**src/rtl/register_nbit_universal.sv**
```systemverilog
// WIDTH-bit universal register: hold/load/shift/rotate/clear, plus a built-in
// parallel-to-serial stage with busy/done handshake.
module register_nbit_universal #(
  parameter int              WIDTH     = 8,
  parameter logic [WIDTH-1:0] RESET_VAL = '0,
  parameter bit              MSB_FIRST = 1'b1
) (
  input  logic             CLK,
  input  logic             RST,
  input  logic [2:0]       mode,
  input  logic             ser_in_l,
  input  logic             ser_in_r,
  input  logic [WIDTH-1:0] data_in,
  input  logic             start,
  output logic [WIDTH-1:0] data_out,
  output logic             ser_out,
  output logic             busy,
  output logic             done
);

  localparam int CNT_W = (WIDTH > 2) ? $clog2(WIDTH) : 1;
  localparam logic [CNT_W-1:0] CNT_LAST = CNT_W'(WIDTH - 1);

  typedef enum logic {
    S_IDLE  = 1'b0,
    S_SHIFT = 1'b1
  } state_t;

  state_t           r_state;
  state_t           w_state_next;
  logic [WIDTH-1:0] r_data;
  logic [WIDTH-1:0] w_data_next;
  logic [CNT_W-1:0] r_cnt;
  logic [CNT_W-1:0] w_cnt_next;
  logic             r_done;
  logic             w_done_next;

  always_ff @(posedge CLK) begin
    if (!RST) begin
      r_state <= S_IDLE;
      r_data  <= RESET_VAL;
      r_cnt   <= '0;
      r_done  <= 1'b0;
    end else begin
      r_state <= w_state_next;
      r_data  <= w_data_next;
      r_cnt   <= w_cnt_next;
      r_done  <= w_done_next;
    end
  end

  always_comb begin
    w_state_next = r_state;
    w_data_next  = r_data;
    w_cnt_next   = r_cnt;
    w_done_next  = 1'b0;
    unique case (r_state)
      S_IDLE: begin
        if (start) begin
          w_data_next  = data_in;
          w_cnt_next   = CNT_LAST;
          w_state_next = S_SHIFT;
        end else begin
          case (mode)
            3'b000: w_data_next = r_data;
            3'b001: w_data_next = data_in;
            3'b010: w_data_next = {r_data[WIDTH-2:0], ser_in_l};
            3'b011: w_data_next = {ser_in_r, r_data[WIDTH-1:1]};
            3'b100: w_data_next = {r_data[WIDTH-2:0], r_data[WIDTH-1]};
            3'b101: w_data_next = {r_data[0], r_data[WIDTH-1:1]};
            3'b110: w_data_next = {r_data[WIDTH-1], r_data[WIDTH-1:1]};
            3'b111: w_data_next = '0;
          endcase
        end
      end
      S_SHIFT: begin
        // Zero fill means the register is empty once the last bit has left.
        if (MSB_FIRST)
          w_data_next = {r_data[WIDTH-2:0], 1'b0};
        else
          w_data_next = {1'b0, r_data[WIDTH-1:1]};
        if (r_cnt == '0) begin
          w_state_next = S_IDLE;
          w_done_next  = 1'b1;
        end else begin
          w_cnt_next = r_cnt - 1'b1;
        end
      end
    endcase
  end

  assign data_out = r_data;
  assign busy     = (r_state == S_SHIFT);
  assign done     = r_done;
  assign ser_out  = busy ? (MSB_FIRST ? r_data[WIDTH-1] : r_data[0]) : 1'b0;

endmodule

```
**config.mk**
```make
export PLATFORM = sky130hd
export DESIGN_NAME = register_nbit_universal
export DESIGN_NICKNAME = d
export VERILOG_FILES = /design/src/rtl/register_nbit_universal.sv
export SDC_FILE = /design/constraint.sdc
export NUM_CORES = 1
export LEC_CHECK = 0
export CAP_MARGIN = 20
export CORE_MARGIN = 8
export CORE_UTILIZATION = 43
export DETAILED_ROUTE_END_ITERATION = 7
export HOLD_SLACK_MARGIN = 0.12
export PLACE_DENSITY = 0.75
export SLEW_MARGIN = 20
export SYNTH_ARGS = -nofsm -noshare
export SYNTH_HDL_FRONTEND = slang
export SYNTH_SLANG_ARGS = --single-unit
```
**constraint.sdc**
```tcl
create_clock -name CLK -period 1.4 [get_ports CLK]
set_input_delay 0.28 -clock CLK [delete_from_list [all_inputs] [get_ports CLK]]
set_output_delay 0.28 -clock CLK [all_outputs]
set_load 0.02 [all_outputs]
```
==> flow_metrics.tcl <==
set metrics [dict create \
    clk_pin_slew_ns 0.07 \
    numPortBuffers 26 \
    synthDistinctLibCells 39 \
    ys_top_cells_by_count "16 x a21oi_1, 13 x dfxtp_1, 10 x nand2_1" \
    num_vias 1047 \
    hpwl_mm 2.23 \
    finalHoldViolCount 0 \
    worstSetupStartpoint "mode[1]" \
    ys_ff_latch 13 \
    yosysMostFrequentCell "a21oi_1" \
    tns_ns 0 \
    ant_nets 0 \
    synth_fp_nets 135 \
    relSlewSlack_pct 83.6 \
    path_class "input pin to flop" \
    grt_max_degree 18 \
    synth.avg_cell_area_sq_um 8.61 \
    synthArstFlopShare_pct 0 \
    hp-class "flop to flop" \
    fp.dieH_microns 64.4 \
    crit_path_start_kind "input pin" \
    fin_area_sq_um 1410 \
    grt_pass1_vias 1050 \
    drt_wl_total_mm 2.95 \
    crit_slowest_cell "or4_4" \
    avgViaCountPerCell 5.57 \
    cts-root-buf "clkbuf_4" \
    setup_ws_ns 0.0440 \
    cp_num_buf_inv 1 \
    synth_top_area_share_pct 25.8 \
    critPathTopFamily "simple AND/OR/NAND/NOR gates" \
    min_period_ns 1.36 \
    tightestPinTransition_ns 0.248 \
    clock_sinks 13 \
    drc 0 \
    ys_warn_count 0 \
    worst_clock_skew_ns 0.000736 \
    fp-row-count 17 \
    crit_arrival_ns 1.57 \
    grt_pass1_wl_mm 4.93 \
    fin_nets 179 \
    rsz0062_at_grt "true" \
    synth_area_leader_cell "dfxtp_1" \
    r2r-start "busy$_SDFF_PN0_" \
    start_util_pct 45.5 \
    wl_per_cell_microns 15.7 \
    place_inst 181 \
    gp_congestion 0.871 \
    cts-buffers-inserted 3 \
    finalCritPeriodShare_pct 96.9 \
    final_cell_count_no_fill 188 \
    critPathMaxStageDelay_ns 0.61 \
    maxSlewViolCount 0 \
    drt_iter0_drc 43 \
    status "finished clean" \
    ys.flop_type "dfxtp_1" \
    antenna_found_initial 0 \
    fmax_mhz 737 \
    grt-ovfl-total 0 \
    post_dp_cell_area_sq_um 1370 \
    end_kind "flop" \
    htreeDepth 1 \
    r2r_slack_ns 0.08 \
    clock_latency_ns 0.27 \
    worstPathRequired_ns 1.61 \
    clock_path_buffers 2 \
    finalHoldWorstSlack_ns 0.481 \
    leakagePower_nw 0.594 \
    ys_seq_area_share_pct 25.8 \
    path_max_fanout 5 \
    cp_cell_sequence "dlygate4sd2_1 -> or4_4 -> nor3b_2 -> a21oi_1 -> a21oi_1" \
    netlist_instances 117 \
    cp_common_cell "a21oi_1" \
    dieArea_sq_um 4150 \
    syn-cell-area_sq_um 1010 \
    antenna_cells 0 \
    synth_edf_count 0 \
    ios 27 \
    drv_cap 0 \
    fillers 202 \
    synthTopCellsByArea "dfxtp_1 26%, a21oi_1 8.0%, mux2_1 6.7%, a311o_1 6.0%, nand4b_1 5.2%" \
    power_density_nw_per_um2 779 \
    cts_tree "yes" \
    gr-usage-all-layers_pct 14.5 \
    preCtsSetupSlack_ns -0.429 \
    final-setup-viol-count 0 \
    design.core.area_sq_um 2210 \
    drive_above_1_share_pct 25.0 \
    syn_to_final_growth_pct 40.1 \
    min_from "r_cnt[0]$_SDFFE_PN0P_" \
    peakVddDrop_mv 0.571 \
    dr.pass1.iters 4 \
    die_w_microns 64.4 \
]
==> per-stage QoR <==
step	utilization (%)	power, mW
after floorplan	-	0.687
after global placement	62.0	0.869
after detailed placement	62.0	0.878
after CTS	62.9	1.08
after global routing	63.8	1.16
final	63.8	1.10
==> layer usage <==
metal	GRT usage (%)	share of wire (%)	vias up
met5	0	0	-
met1	17.0	42	478
met3	3.83	7.8	10
li1	-	-	524
met4	6.81	2.6	0
met2	24.0	47	35
==> cells by family after synthesis <==
| kind of cell | share of synthesized area (%) |
|---|---|
| compound gates | 27.6 |
| xor+xnor | 1.74 |
| fa+ha+maj | 2.48 |
| buf+inv | 8.94 |
| flops | 25.8 |
| mux | 6.71 |
| simple gates | 26.7 |
==> area by class of cell <==
| cell class | instances | area [sq um] | share of cell area, % |
|---|---|---|---|
| Multi-Input combinational cell | 91 | 666 | 47.2 |
| Tap cell | 28 | 35.0 | 2.48 |
| Timing Repair Buffer | 48 | 408 | 28.9 |
| Inverter | 4 | 15.0 | 1.06 |
| Clock buffer | 4 | 26.3 | 1.86 |
| Sequential cell | 13 | 262 | 18.5 |
==> state kept, by name (all words and copies together), names as in the netlist <==
register,flops
busy,1
r_cnt,3
data_out,8
done,1
==> where the power goes <==
part	switching, mW	internal, mW
registers	0.0253	0.406
logic	0.220	0.220
clock network	0.116	0.111
==> final timing paths <==
kind         cells after the start                  endpoint
max                              5  data_out[5]$_SDFFE_PN0P_
min                              1     r_cnt[0]$_SDFFE_PN0P_
max reg2reg                      4  data_out[5]$_SDFFE_PN0P_
min reg2reg                      1     r_cnt[0]$_SDFFE_PN0P_
==> cells in the final DEF, fill, tap and decap left out, drive strengths merged <==
cell           count
a211o              1
a21oi             19
a221oi             1
a22oi              3
a311o              6
a311oi             2
and2               2
and2b              1
and3b              1
buf               22
clkbuf             5
clkdlybuf4s50     11
dfxtp             13
dlygate4sd2       14
ha                 2
inv                4
mux2               6
nand2             10
nand2b             1
nand3b             2
nand4b             6
nor2               9
nor2b              1
nor3               2
nor3b              5
o21ai              2
o21ba              2
o22ai              1
o311a              1
o31ai              1
or2                1
or4                1
xor2               2
==> what timing repair did <==
item / in CTS / in global routing
buffers inserted: 0 / 2
resized for setup: 18 / 3
hold buffers: 0 / 0
endpoints found under the setup margin: 20 / 9
pin swaps: 2 / 1
gates cloned: 1 / 0
Power figures use the tool's default switching activity.
